==> src/rtl/conv_out_seq.sv <==
// Output sequencer for the convolution pipeline.
// Tracks the output raster position, tags each accepted kernel window with
// start-of-frame / end-of-line / end-of-frame, and presents the tagged beats
// on an AXI-stream master through a 2-entry FIFO that absorbs ready stalls.
//
// state  | meaning
// -------+---------------------------------------------------------------
// IDLE   | no frame in progress on the input side (next beat is sof)
// ACTIVE | at least one beat of the current frame accepted, eof not yet
module conv_out_seq #(
  parameter int DATA_W = 200,
  parameter int IMG_W  = 16,
  parameter int IMG_H  = 8
) (
  input  logic              clk,
  input  logic              rst,
  input  logic              in_vld_i,
  input  logic [DATA_W-1:0] in_dat_i,
  output logic              in_rdy_o,
  input  logic              m_tready_i,
  output logic              m_tvalid_o,
  output logic [DATA_W-1:0] m_tdata_o,
  output logic              m_tuser_o,
  output logic              m_tlast_o,
  output logic              frame_done_o,
  output logic              busy_o,
  output logic              ovf_err_o
);

  localparam int COL_W = (IMG_W > 1) ? $clog2(IMG_W) : 1;
  localparam int ROW_W = (IMG_H > 1) ? $clog2(IMG_H) : 1;
  localparam logic [COL_W-1:0] COL_MAX = COL_W'(IMG_W - 1);
  localparam logic [ROW_W-1:0] ROW_MAX = ROW_W'(IMG_H - 1);

  typedef enum logic {IDLE, ACTIVE} state_t;

  state_t           state, state_nxt;
  logic [COL_W-1:0] col;
  logic [ROW_W-1:0] row;

  logic [1:0]        count;
  logic              rd_ptr, wr_ptr;
  logic [DATA_W-1:0] fifo_dat [2];
  logic [1:0]        fifo_sof, fifo_eol, fifo_eof;

  logic accept, drop, pop;
  logic tag_sof, tag_eol, tag_eof;
  logic frame_done_q, ovf_q;

  // Space is decoded from the registered count only, so a same-cycle pop
  // never makes room for a push when the buffer is full.
  assign in_rdy_o = (count != 2'd2);
  assign accept   = in_vld_i & in_rdy_o;
  assign drop     = in_vld_i & ~in_rdy_o;
  assign pop      = m_tvalid_o & m_tready_i;

  assign tag_sof = (col == '0) && (row == '0);
  assign tag_eol = (col == COL_MAX);
  assign tag_eof = tag_eol && (row == ROW_MAX);

  assign m_tvalid_o   = (count != 2'd0);
  assign m_tdata_o    = m_tvalid_o ? fifo_dat[rd_ptr] : '0;
  assign m_tuser_o    = m_tvalid_o & fifo_sof[rd_ptr];
  assign m_tlast_o    = m_tvalid_o & fifo_eol[rd_ptr];
  assign frame_done_o = frame_done_q;
  assign ovf_err_o    = ovf_q;
  assign busy_o       = (state == ACTIVE) | m_tvalid_o;

  // Raster position: advances only on accepted beats, wraps at line/frame end.
  always_ff @(posedge clk) begin
    if (rst) begin
      col <= '0;
      row <= '0;
    end else if (accept) begin
      if (tag_eol) begin
        col <= '0;
        row <= tag_eof ? '0 : row + 1'b1;
      end else begin
        col <= col + 1'b1;
      end
    end
  end

  // FIFO pointers and occupancy.
  always_ff @(posedge clk) begin
    if (rst) begin
      count  <= 2'd0;
      rd_ptr <= 1'b0;
      wr_ptr <= 1'b0;
    end else begin
      if (accept) wr_ptr <= ~wr_ptr;
      if (pop)    rd_ptr <= ~rd_ptr;
      case ({accept, pop})
        2'b10:   count <= count + 2'd1;
        2'b01:   count <= count - 2'd1;
        default: count <= count;
      endcase
    end
  end

  // FIFO storage; contents are don't-care while the entry is not occupied.
  always_ff @(posedge clk) begin
    if (accept) begin
      fifo_dat[wr_ptr] <= in_dat_i;
      fifo_sof[wr_ptr] <= tag_sof;
      fifo_eol[wr_ptr] <= tag_eol;
      fifo_eof[wr_ptr] <= tag_eof;
    end
  end

  // Frame-done pulse follows the hand-off of an eof beat; overflow is sticky.
  always_ff @(posedge clk) begin
    if (rst) begin
      frame_done_q <= 1'b0;
      ovf_q        <= 1'b0;
    end else begin
      frame_done_q <= pop & fifo_eof[rd_ptr];
      if (drop) ovf_q <= 1'b1;
    end
  end

  // Input-side FSM state register.
  always_ff @(posedge clk) begin
    if (rst) state <= IDLE;
    else     state <= state_nxt;
  end

  // Input-side FSM next-state: a frame opens on any non-eof beat and closes on eof.
  always_comb begin
    state_nxt = state;
    case (state)
      IDLE:    if (accept && !tag_eof) state_nxt = ACTIVE;
      ACTIVE:  if (accept && tag_eof)  state_nxt = IDLE;
      default: state_nxt = IDLE;
    endcase
  end

endmodule

==> config.mk <==
export PLATFORM = sky130hd
export DESIGN_NAME = conv_out_seq
export DESIGN_NICKNAME = d
export VERILOG_FILES = /design/src/rtl/conv_out_seq.sv
export SDC_FILE = /design/constraint.sdc
export NUM_CORES = 1
export LEC_CHECK = 0
export CAP_MARGIN = 15
export CORE_ASPECT_RATIO = 0.6
export CORE_MARGIN = 10
export CORE_UTILIZATION = 53
export DETAILED_ROUTE_END_ITERATION = 8
export PLACE_DENSITY = 0.86
export SLEW_MARGIN = 20
export SYNTH_ARGS = -nofsm -noshare
export SYNTH_HDL_FRONTEND = slang
export SYNTH_SLANG_ARGS = --single-unit
==> constraint.sdc <==
create_clock -name clk -period 9.6 [get_ports clk]
set_input_delay 0.96 -clock clk [delete_from_list [all_inputs] [get_ports clk]]
set_output_delay 0.96 -clock clk [all_outputs]
set_load 0.02 [all_outputs]
* Word level (Yosys, flattened, before mapping)
Memories as Yosys holds them, arrays and structs flattened. A register that Yosys moved wholly into a read port is not among the register bits.
Index checks and enable logic that the tools add are counted.
** Storage, ports and cells
- Flip-flop bits (word level) :: 20
- Bits in writable memories :: 400
- Logic and storage cells :: 68
- Input bits :: 204
- Memories kept :: 1
- Output and inout port bits :: 207
** Operators by class
- Reductions and logical operators :: 11
- Add/subtract/negate cells :: 4
- Magnitude comparators :: 3
- Bitwise operators :: 11
- Eq/ne operators :: 5
- Mux-type cells :: 22
** Memory list
- fifo_dat :: words 2, bits a word 200, rd ports 1, clocked after Yosys merged registers in 1, write ports 1, RTL line 43 : logic [DATA_W-1:0] fifo_dat [2];
** Operators with widths (number)
- $mux W200 :: 1
- $mux W1 :: 13
- $and A1 B1 Y1 :: 6
- $bwmux W2 :: 3
- $logic_and A1 B1 Y1 :: 5
- $add A4 B1 Y4 const B :: 1
- $eq A4 B4 Y1 const B :: 1
- $logic_not A4 Y1 :: 1
- $lt A1 B2 Y1 const B :: 2
- $mux W4 :: 1
- $not A1 Y1 :: 4
- $pmux W2 S2 :: 1
- $reduce_bool A2 Y1 :: 2
- $add A3 B1 Y3 const B :: 1
- $eq A3 B3 Y1 const B :: 1
- $logic_not A3 Y1 :: 1
- $mux W3 :: 1
- $add A2 B1 Y2 const B :: 1
- $eq A2 B1 Y1 const B :: 1
- $eq A2 B2 Y1 const B :: 1
- $ne A2 B2 Y1 const B :: 1
- $pmux W1 S2 :: 1
- $reduce_and A2 Y1 :: 1
- $sub A2 B1 Y2 const B :: 1
- 4 further kinds :: 4

* Longest topological paths before layout
Gate-level depths: netlist (run 1).
- Depth in word-level cells :: 6
- Depth in mapped cells :: 9
- Depth with buffers taken out :: 7

* Least setup slack after synthesis (run 1)
No wires, ideal clock.
- Path type :: input to register
- Start point :: input port in_vld_i
- End point :: memory fifo_dat[0][0] (enable)
- Path slack :: 3.637 ns
- Required time :: 9.045 ns
- Path buffers :: 1
- Cell stages on the path :: 4
- Data arrival time :: 5.408 ns
- Cell sequence :: buf_6 -> inv_4 -> or3_1 -> inv_1
** Between the ends
- Word-level cells in the longest chain between the ends :: 3
** Ends and longest elaborated chain
- start, declared :: RTL line 17 : input logic in_vld_i,
- $and A1 B1 Y1 :: RTL line 53 : assign accept = in_vld_i & in_rdy_o;
- $mux W1 :: RTL line 103 : if (accept) begin
- $mux W1 (not written as such) :: RTL line 104 : fifo_dat[wr_ptr] <= in_dat_i;
- end, declared :: RTL line 43
No other way between the ends.

==> results.sh, run 1 <==
export IMPL_cts_root_buffer="clkbuf_16"
export IMPL_gr_usage_met2_pct=35.5
export IMPL_top_usage_layer="met2"
export IMPL_p_per_area_mw_per_mm2=300
export IMPL_use_met3_pct=7.46
export IMPL_min_period_ns=4.98
export IMPL_core_mm2=0.0298
export IMPL_h_tree_depth=2
export IMPL_ios=411
export IMPL_clk_path_buf_depth=3
export IMPL_maxSlewHeadroom_pct=28.8
export IMPL_hp_start="ovf_err_o$_SDFFE_PP0P_"
export IMPL_crit_required_ns=8.64
export IMPL_viasPerCell=5.20
export IMPL_outcome="finished clean"
export IMPL_clock_sinks=421
export IMPL_period_share_pct=51.9
export IMPL_ir_drop_uv=273
export IMPL_postRouteAntennaNets=0
export IMPL_hold_viol=0
export IMPL_synthFlopType="edfxtp_1"
export IMPL_pwr_share_clk_pct=24.0
export IMPL_setup_tns_ns=0
export IMPL_cts_made_buffers=39
export IMPL_synth_fp_nets=1156
export IMPL_cap_violations=0
export IMPL_ys_seq_area_share_pct=78.3
export IMPL_setup_viol=0
export IMPL_p_leak_nw=7.23
export IMPL_post_cts_buffers=0
export IMPL_cts_resized=0
export IMPL_clk_pin_slew_worst_paths_ns=0.06
export IMPL_worst_pin_slew_ns=1.07
export IMPL_ys_types=34
export IMPL_drive_above_1_share_pct=5.35
export IMPL_routedWlPerCell_um=22.3
export IMPL_place_gp_congestion=0.781
export IMPL_rows=49
export IMPL_seq_power_share_pct=36.9
export IMPL_drt_iter0_markers=665
export IMPL_fmax_ghz=0.201
export IMPL_use_met1_pct=22.7
export IMPL_hold_class="reg2reg"
export IMPL_grt_total_usage_pct=20.5
export IMPL_clk_latency_ns=0.53
export IMPL_die_w_um=244
export IMPL_syn_inst=946
export IMPL_slew_violations=0
export IMPL_crit_path_end_kind="primary output"
export IMPL_grt_max_degree=127
export IMPL_crit_path_start_kind="flop"
export IMPL_syn_to_final_growth_pct=36.1
export IMPL_internal_power_w=0.00431
export IMPL_grt_pass1_wl_um=59200
export IMPL_cts_tree="built"
export IMPL_rsz0062_at_grt="false"
export IMPL_synthArstFlopShare_pct=0
export IMPL_crit_type="reg2out"
export IMPL_synth_area_per_cell_um2=16.9
export IMPL_synth_edf_count=406
export IMPL_routed_wl_um=39900
export IMPL_firstDrtPassIters=5
export IMPL_fin_skew_ns=0.00988
export IMPL_cts_hold_buffers=0
export IMPL_holdWs_ns=0.469
export IMPL_die_area_mm2=0.0377
export IMPL_nets=1565
export IMPL_vias=9329
export IMPL_ys_warn_count=0
export IMPL_pwr_share_comb_pct=39.1
export IMPL_grt_antenna_before_repair=3
export IMPL_dpl_hpwl_um=26700
export IMPL_swShare_pct=33.9
export IMPL_worstReg2RegStart="count[0]$_SDFFE_PP0P_"
export IMPL_place_port_buffers=410
export IMPL_drc=0
export IMPL_switchingPower_w=0.00221
export IMPL_first_global_vias=9801
export IMPL_netlist_area_mm2=0.0160
export IMPL_die_height_um=154
export IMPL_critPathArrivalTime_ns=4.02
export IMPL_ys_ff_latch=421
export IMPL_design_area_mm2=0.0217
export IMPL_placed_area_mm2=0.0204
export IMPL_overflow=0
export IMPL_worstPathMaxFanout=114
export IMPL_start_util_pct=53.6
[area by class of cell]
class                   count  area [µm²]
flip-flops and latches    421       12500
fillers                  1840        8070
repair buffers            418        4180
multi-input cells         463        3180
clock buffers              49        1080
well taps                 408         510
clock inverters            20         221
inverters                  12        55.1
diodes                      4        10.0
[final timing paths]
| check | to | slack (ns) | cells after the start |
|---|---|---|---|
| max | m_tdata_o[85] | 4.62 | 5 |
| min | ovf_err_o$_SDFFE_PP0P_ | 0.47 | 2 |
| max reg2reg | fifo_dat[0][48]$_DFFE_PP_ | 6.27 | 4 |
| min reg2reg | ovf_err_o$_SDFFE_PP0P_ | 0.47 | 2 |
[Yosys cell counts, types with 2 or more instances]
master,number,share of area [%]
o31ai_1,2,0.094
clkbuf_1,6,0.14
dfxtp_1,15,1.9
nand3_1,4,0.13
mux2i_1,204,13
nand2_1,2,0.047
or3_1,3,0.12
buf_2,41,1.3
edfxtp_1,406,76
ha_1,6,0.47
inv_1,10,0.24
nor3_1,3,0.094
xor2_1,2,0.11
nand4_1,3,0.12
o21ai_0,6,0.19
a21oi_1,7,0.22
nor2_1,209,4.9
[per-layer routing]
layer	vias up	wire, µm	share of wire (%)
li1	4337	-	-
met1	4580	14500	36
met2	344	20500	51
met3	68	3690	9.2
met4	0	1300	3.3
met5	-	0	0
[kinds of logic after synthesis]
group           after synthesis  share of synthesized area [%]
flops                       421                           78.3
simple gates                231                           5.74
mux                         204                           12.8
buf+inv                      62                           1.87
compound gates               19                          0.698
fa+ha+maj                     6                          0.470
xor+xnor                      3                          0.165
[power groups by stage]
stage	Clock, W	Combinational (W)	Sequential (W)
2_1_floorplan	0	0.00143	0.00243
3_3_place_gp	0	0.00253	0.00243
3_5_place_dp	0	0.00256	0.00244
4_1_cts	0.00160	0.00259	0.00241
5_1_grt	0.00167	0.00271	0.00243
6_report	0.00157	0.00255	0.00240
[sequential cells by signal, indices dropped and copies added (netlist names), named ones only]
| register | count |
|---|---|
| count | 2 |
| rd_ptr | 1 |
| wr_ptr | 1 |
| row | 3 |
| fifo_dat | 400 |
| ovf_err_o | 1 |
| fifo_sof | 2 |
| fifo_eol | 2 |
| frame_done_o | 1 |
| fifo_eof | 2 |
| col | 4 |
[cell usage in the layout (no fill, tap or decap), drive strengths merged, types with 5 or more instances in the layout]
cell | Yosys | final
a21oi | 7 | 7
buf | 43 | 8
bufinv | 0 | 5
clkbuf | 7 | 49
clkdlybuf4s50 | 0 | 410
clkinv | 0 | 14
dfxtp | 15 | 15
edfxtp | 406 | 406
ha | 6 | 6
inv | 12 | 12
mux2i | 204 | 204
nor2 | 209 | 209
o21ai | 6 | 6
[critical path, cell delays in order (launching register included)]
cell	delay, ns
dfxtp_4	0.66
buf_12	0.59
buf_4	0.93
mux2i_1	0.23
nor2_1	0.19
clkdlybuf4s50_1	0.65
[metrics by stage]
| stage | utilization [%] | power, W | cells | setup slack [ns] |
|---|---|---|---|---|
| after floorplan | - | 0.00386 | 946 | 3.64 |
| after global placement | 68.5 | 0.00496 | 1722 | 5.23 |
| after detailed placement | 68.5 | 0.00501 | 1722 | 5.20 |
| after CTS | 72.9 | 0.00659 | 1791 | 4.62 |
| after global routing | 72.9 | 0.00680 | 1794 | 4.42 |
| final | 72.9 | 0.00652 | 1795 | 4.62 |
Note: power is estimated with default switching activity, not from simulation.
==> run 2: changes to the inputs <==
Settings changed: CORE_UTILIZATION 53 to 49, PLACE_DENSITY 0.86 to 0.8.
Clock period 9.6 ns to 4.8 ns, I/O delays scaled along.
==> results.sh, run 2 (synthesis results as in run 1) <==
export IMPL_outcome="finished clean"
export IMPL_fillers=2117
export IMPL_nets=1577
export IMPL_routed_wl_um=39700
export IMPL_setup_viol=0
export IMPL_h_tree_depth=2
export IMPL_use_met3_pct=7.31
export IMPL_multi_input_area_mm2=0.00318
export IMPL_clock_sinks=421
export IMPL_fin_util_pct=67.9
export IMPL_top_usage_layer="met2"
export IMPL_worstPathMaxFanout=67
export IMPL_rsz0062_at_grt="false"
export IMPL_worstReg2RegStart="count[1]$_SDFFE_PP0P_"
export IMPL_vias=9340
export IMPL_worst_r2r_endpoint="fifo_dat[0][94]$_DFFE_PP_"
export IMPL_rr_worst_depth=4
export IMPL_postRouteAntennaNets=0
export IMPL_most_common_layout_cells="410 x clkdlybuf4s50_1, 406 x edfxtp_1, 208 x nor2_1"
export IMPL_cts_made_buffers=38
export IMPL_clk_latency_ns=0.52
export IMPL_cts_tree="built"
export IMPL_cts_root_buffer="clkbuf_16"
export IMPL_clk_path_buf_depth=3
export IMPL_cap_violations=0
export IMPL_place_gp_congestion=0.790
export IMPL_clk_pin_slew_worst_paths_ns=0.06
export IMPL_worst_pin_slew_ns=1.02
export IMPL_total_power_w=0.0131
export IMPL_ios=411
export IMPL_grt_antenna_before_repair=5
export IMPL_first_global_vias=9842
export IMPL_fin_skew_ns=0.00935
export IMPL_reg_top3="fifo_dat: 400 flops, col: 4 flops, row: 3 flops"
export IMPL_maxSlewHeadroom_pct=31.9
export IMPL_hold_viol=0
export IMPL_layout_commonest_cell="clkdlybuf4s50_1"
export IMPL_p_per_area_mw_per_mm2=597
export IMPL_seqCellArea_mm2=0.0125
export IMPL_period_share_pct=68.7
export IMPL_routedWlPerCell_um=21.8
export IMPL_holdWs_ns=0.468
export IMPL_gr_usage_met2_pct=31.7
export IMPL_setup_tns_ns=0
export IMPL_largest_reg_flops=400
export IMPL_stdcell_count=1824
export IMPL_overflow=0
export IMPL_hold_class="reg2reg"
export IMPL_slew_violations=0
export IMPL_post_cts_buffers=0
export IMPL_hp_start="ovf_err_o$_SDFFE_PP0P_"
export IMPL_p_leak_nw=7.32
export IMPL_regMostFlops="fifo_dat"
export IMPL_crit_required_ns=4.32
export IMPL_die_height_um=160
export IMPL_dp_cells=1751
export IMPL_use_met1_pct=22.4
export IMPL_drc=0
export IMPL_cts_hold_buffers=0
export IMPL_crit_path_start_kind="flop"
export IMPL_min_period_ns=3.30
export IMPL_grt_max_degree=68
export IMPL_drt_iter0_markers=684
export IMPL_rows=51
export IMPL_start_util_pct=49.4
export IMPL_syn_to_final_growth_pct=37.4
export IMPL_die_area_mm2=0.0404
export IMPL_critPathArrivalTime_ns=2.82
export IMPL_die_w_um=253
export IMPL_ir_drop_uv=355
export IMPL_r2r_setup_slack_ns=2.17
export IMPL_firstDrtPassIters=5
export IMPL_grt_total_usage_pct=19.2
export IMPL_viasPerCell=5.12
export IMPL_dpl_hpwl_um=28000
export IMPL_fmax_ghz=0.303
export IMPL_place_port_buffers=410
export IMPL_cts_resized=0
export IMPL_core_mm2=0.0323
export IMPL_drive_above_1_share_pct=6.09
export IMPL_min_path_cells=2
export IMPL_crit_path_end_kind="primary output"
export IMPL_hold_end="ovf_err_o$_SDFFE_PP0P_"
export IMPL_crit_type="reg2out"
export IMPL_grt_pass1_wl_um=59300
run 2: changes by cell type in the layout (fill, tap and decap cells not counted):
cell        delta
buf_4          +4
clkinvlp_4     +1
clkbuf_8       -2
clkbuf_1       -1
buf_12         +9
inv_8          -1
clkinv_1       +3
run 2: final cells by class:
cell class	count	area share, %
multi-input combinational	463	14.5
clock inverter	23	1.06
clock buffer	46	4.76
tap	424	2.42
inverter	12	0.234
antenna	4	0.0456
sequential	421	57.0
timing repair buffer	431	20.0
run 2: where the power goes:
part	leakage, nW	internal, W	total, W	switching [W]
logic	2.77	0.00225	0.00520	0.00296
registers	3.92	0.00461	0.00481	0.000196
clock network	0.630	0.00182	0.00308	0.00126
total	7.32	0.00868	0.0131	0.00441
run 2: worst max-delay path: stages, from the launching register on:
cell	delay [ns]
dfxtp_4	0.77
buf_12	0.45
mux2i_1	0.16
nor2_1	0.18
clkdlybuf4s50_1	0.65
run 2: worst max-delay path by stage:
| stage | from | endpoint | slack [ns] | depth (start not counted) |
|---|---|---|---|---|
| 6_report | flop | m_tdata_o[179] | 1.50 | 4 |
| 5_1_grt | flop | m_tdata_o[145] | 1.36 | 4 |
| 4_1_cts | flop | m_tdata_o[154] | 1.45 | 4 |
| 3_5_place_dp | in_vld_i | fifo_dat[0][143]$_DFFE_PP_ | 1.74 | 5 |
| 3_3_place_gp | in_vld_i | fifo_dat[0][143]$_DFFE_PP_ | 1.79 | 5 |
| 2_1_floorplan | count[0]$_SDFFE_PP0P_ | fifo_dat[0][0]$_DFFE_PP_ | 0.55 | 5 |
run 2: metrics by stage:
stage               setup WS (ns)  cell area [µm²]
global placement             1.79            20600
floorplan                   0.553            16000
finish                       1.50            21900
global route                 1.36            21900
CTS                          1.45            21900
detailed placement           1.74            20600
run 2: metal layers:
metal	routed length, µm	vias up
met5	27	-
met4	1340	4
met3	3910	70
met2	19200	389
met1	15200	4503
li1	-	4374
==> run 3: changes to the inputs <==
Clock period 4.8 ns to 3.1 ns, I/O delays scaled along.
==> results.sh, run 3 (synthesis results as in run 1) <==
export IMPL_clk_latency_ns=0.53
export IMPL_place_gp_congestion=0.825
export IMPL_hold_class="in2reg"
export IMPL_regMostFlops="fifo_dat"
export IMPL_p_leak_nw=7.38
export IMPL_drt_iter0_markers=630
export IMPL_worstReg2RegStart="count[0]$_SDFFE_PP0P_"
export IMPL_min_period_ns=2.83
export IMPL_cts_made_buffers=39
export IMPL_clk_pin_slew_worst_paths_ns=0.07
export IMPL_drive_above_1_share_pct=6.42
export IMPL_grt_pass1_wl_um=58400
export IMPL_syn_to_final_growth_pct=38.5
export IMPL_crit_path_start_kind="flop"
export IMPL_grt_total_usage_pct=18.9
export IMPL_cts_resized=0
export IMPL_vias=9333
export IMPL_firstDrtPassIters=5
export IMPL_h_tree_depth=2
export IMPL_crit_required_ns=2.79
export IMPL_worst_pin_slew_ns=0.736
export IMPL_cts_root_buffer="clkbuf_16"
export IMPL_die_area_mm2=0.0404
export IMPL_most_common_layout_cells="410 x clkdlybuf4s50_1, 406 x edfxtp_1, 208 x nor2_1"
export IMPL_worstPathMaxFanout=54
export IMPL_ios=411
export IMPL_hold_viol=0
export IMPL_crit_path_end_kind="primary output"
export IMPL_routed_wl_um=39600
export IMPL_fmax_ghz=0.353
export IMPL_die_w_um=253
export IMPL_cts_tree="built"
export IMPL_p_per_area_mw_per_mm2=936
export IMPL_layout_commonest_cell="clkdlybuf4s50_1"
export IMPL_layout_setup_ws_ns=0.267
export IMPL_crit_type="reg2out"
export IMPL_rsz0062_at_grt="false"
export IMPL_period_share_pct=91.4
export IMPL_post_cts_buffers=0
export IMPL_setup_viol=0
export IMPL_start_util_pct=49.4
export IMPL_worst_r2r_endpoint="fifo_dat[1][89]$_DFFE_PP_"
export IMPL_largest_reg_flops=400
export IMPL_hold_end="fifo_dat[0][68]$_DFFE_PP_"
export IMPL_first_global_vias=9654
export IMPL_hp_start="in_dat_i[68]"
export IMPL_core_mm2=0.0323
export IMPL_reg_top3="fifo_dat: 400 flops, col: 4 flops, row: 3 flops"
export IMPL_outcome="finished clean"
export IMPL_min_path_cells=1
export IMPL_rows=51
export IMPL_overflow=0
export IMPL_nets=1581
export IMPL_slew_violations=0
export IMPL_grt_antenna_before_repair=8
export IMPL_viasPerCell=5.10
export IMPL_clock_sinks=421
export IMPL_grt_max_degree=84
export IMPL_drc=0
export IMPL_clk_path_buf_depth=3
export IMPL_holdWs_ns=0.359
export IMPL_cts_hold_buffers=0
export IMPL_postRouteAntennaNets=0
export IMPL_fillers=2094
export IMPL_ir_drop_uv=607
export IMPL_dpl_hpwl_um=27700
export IMPL_place_port_buffers=410
export IMPL_r2r_setup_slack_ns=1.08
export IMPL_maxSlewHeadroom_pct=51.0
export IMPL_fin_skew_ns=0.0130
export IMPL_cap_violations=0
export IMPL_routedWlPerCell_um=21.6
export IMPL_die_height_um=160
export IMPL_rr_worst_depth=4
export IMPL_critPathArrivalTime_ns=2.52
export IMPL_place_ws_ns=0.626
-- run 3: worst max-delay path by stage --
stage,start,to,slack (ns),depth (start not counted)
floorplan,count[0]$_SDFFE_PP0P_,fifo_dat[0][0]$_DFFE_PP_,-1.09,5
global placement,in_vld_i,fifo_dat[0][91]$_DFFE_PP_,0.64,6
detailed placement,in_vld_i,fifo_dat[0][91]$_DFFE_PP_,0.63,6
CTS,flop,m_tdata_o[195],0.21,4
global route,flop,m_tdata_o[195],0.13,4
finish,flop,m_tdata_o[70],0.27,4
-- run 3: worst max-delay path, cell delays in order, from the launching register on --
cell and delay (ns):
dfxtp_4 0.54, buf_12 0.37, mux2i_1 0.13, nor2_1 0.22, clkdlybuf4s50_1 0.66
-- run 3: cell type report --
type                            count  area, µm²  share of cell area (%)
Tap cell                          424        531                    2.40
Clock inverter                     26        359                    1.62
Inverter                           12       51.3                   0.232
Timing Repair Buffer              434       4410                    19.9
Clock buffer                       45       1050                    4.75
Multi-Input combinational cell    463       3190                    14.4
Antenna cell                        6       15.0                  0.0679
Sequential cell                   421      12500                    56.5
-- run 3: where the power goes --
group / leakage, nW / switching, W / internal, W
registers: 3.92 / 0.000251 / 0.00714
logic: 2.78 / 0.00462 / 0.00347
clock network: 0.681 / 0.00202 / 0.00319
total: 7.38 / 0.00689 / 0.0138
-- run 3: metrics by stage --
step           instances  TNS, ns  utilization (%)  total power [W]  instance area [µm²]
5_1_grt             1828        0             68.4           0.0216                22100
6_report            1831        0             68.5           0.0207                22100
2_1_floorplan        946  -220.87                -           0.0119                16000
4_1_cts             1825        0             68.4           0.0209                22100
3_3_place_gp        1754        0             64.0           0.0156                20700
3_5_place_dp        1754        0             64.0           0.0157                20700
-- run 3: metal layers --
| layer | part of all wire (%) | track usage (%) |
|---|---|---|
| met1 | 39 | 22.2 |
| met2 | 50 | 31.9 |
| met3 | 9.5 | 7.20 |
| met4 | 1.9 | 5.07 |
| met5 | 0.066 | 0 |
==> variant: new RTL, config.mk and constraints of run 3 <==
Change the parameter `IMG_H` from 8 to 16.
--- a/src/rtl/conv_out_seq.sv
+++ b/src/rtl/conv_out_seq.sv
@@ -10,7 +10,7 @@
 module conv_out_seq #(
   parameter int DATA_W = 200,
   parameter int IMG_W  = 16,
-  parameter int IMG_H  = 8
+  parameter int IMG_H  = 16
 ) (
   input  logic              clk,
   input  logic              rst,
Formal check against the unedited RTL: same outputs for any inputs over 4 cycles, from zero or initial values and one cycle with rst high; that may be too few to reach the edited logic, so the function may still have changed.
==> variant against run 3 <==
- sequential power up 0.7%
- global-route usage up 0.68 points
- cell area down 0.39%
- worst setup slack worse by 75 ps
- area after synthesis up 0.97%
- power up 0.59%
- via count up 1.6%
- combinational power up 7.8%
- largest power group unchanged
- first-iteration DRC count up 17%
- routed wire length up 3.6%
- hold slack better by 0.86 ps
- sequential cell count up 1
==> variant: results (changes against run 3) <==
| Metric | Value |
|---|---|
| Status | complete, no violations |
| Drt pass-1 iters | 4 (-1) |
| Top Registers | fifo_dat (400), col (4), row (4) |
| Layout cells sized above 1 | 5.76% (-0.66 points) |
| Critical Path Sink | m_tdata_o[100] |
| Pleak | 7.31 nW (-1.0%) |
| RePlAce Congestion | 0.780 (-5.4%) |
| CP arrival | 2600 ps (+80 ps) |
| Int Pwr | 13.6 mW (-1.7%) |
| Layout fillers | 2133 (+1.9%) |
| Met2 WL | 20500 um (+4.2%) |
| Total length of routed met3 wires | 3980 um (+5.6%) |
| GR Layer Usage met2 | 33.5% (+1.6 points) |
| Critical path fanouts, max | 25 (-54%) |
| Vias/cell | 5.17 (+1.5%) |
| Synth cell count leaders | 406 x edfxtp_1, 209 x nor2_1, 203 x mux2i_1 |
| Max VDD drop | 0.708 mV (+17%) |
| Post-DP HPWL | 28300 um (+2.1%) |
| NonClk Buf Share | 20.3% (+0.34 points) |
| Slowest CP cell | dfxtp_4 |
| Net count, final | 1589 (+0.51%) |
| Number of DRC markers in iteration 0 | 738 (+17%) |
| Bufs w/o clock | 435 (+0.23%) |
| Comb_multi_in | 471 (+1.7%) |
| Max-Slew Margin vs Limit | 59.3% (+8.3 points) |
| Worst hold slack | 360 ps (+0.863 ps) |
| Seq cells post-synth | 422 (+0.24%) |
| Synthesized net count | 1165 (+0.78%) |
| Sequential Power Share | 35.8% (about the same) |
==> variant: cell count changes after synthesis, moves of 2 or more <==
cell | before | now
buf_4 | 1 | 21
and3_1 | 0 | 4
buf_2 | 41 | 22
buf_6 | 1 | 3
a21oi_1 | 7 | 10
==> variant: metrics by stage <==
step | cells | setup WS [ps] | area (um^2) | setup TNS [ps]
after detailed placement | 1763 | 717 | 20800 | 0
after CTS | 1830 | 127 | 22000 | 0
final | 1832 | 191 | 22000 | 0
after global routing | 1831 | 86.2 | 22000 | 0
after floorplan | 956 | -984 | 16100 | -199810
after global placement | 1763 | 744 | 20800 | 0
==> variant: logic make-up after synthesis <==
kind of cell    synth area share, %
mux                            12.7
simple gates                   5.92
xor+xnor                      0.163
buf+inv                        2.34
flops                          77.6
fa+ha+maj                     0.388
compound gates                0.885
==> variant: worst register-to-register path, cell delays in order, from the launching register on <==
cell and delay, ps:
dfxtp_1 530, nor2b_4 140, inv_1 290, and3_4 470
buf_12 430
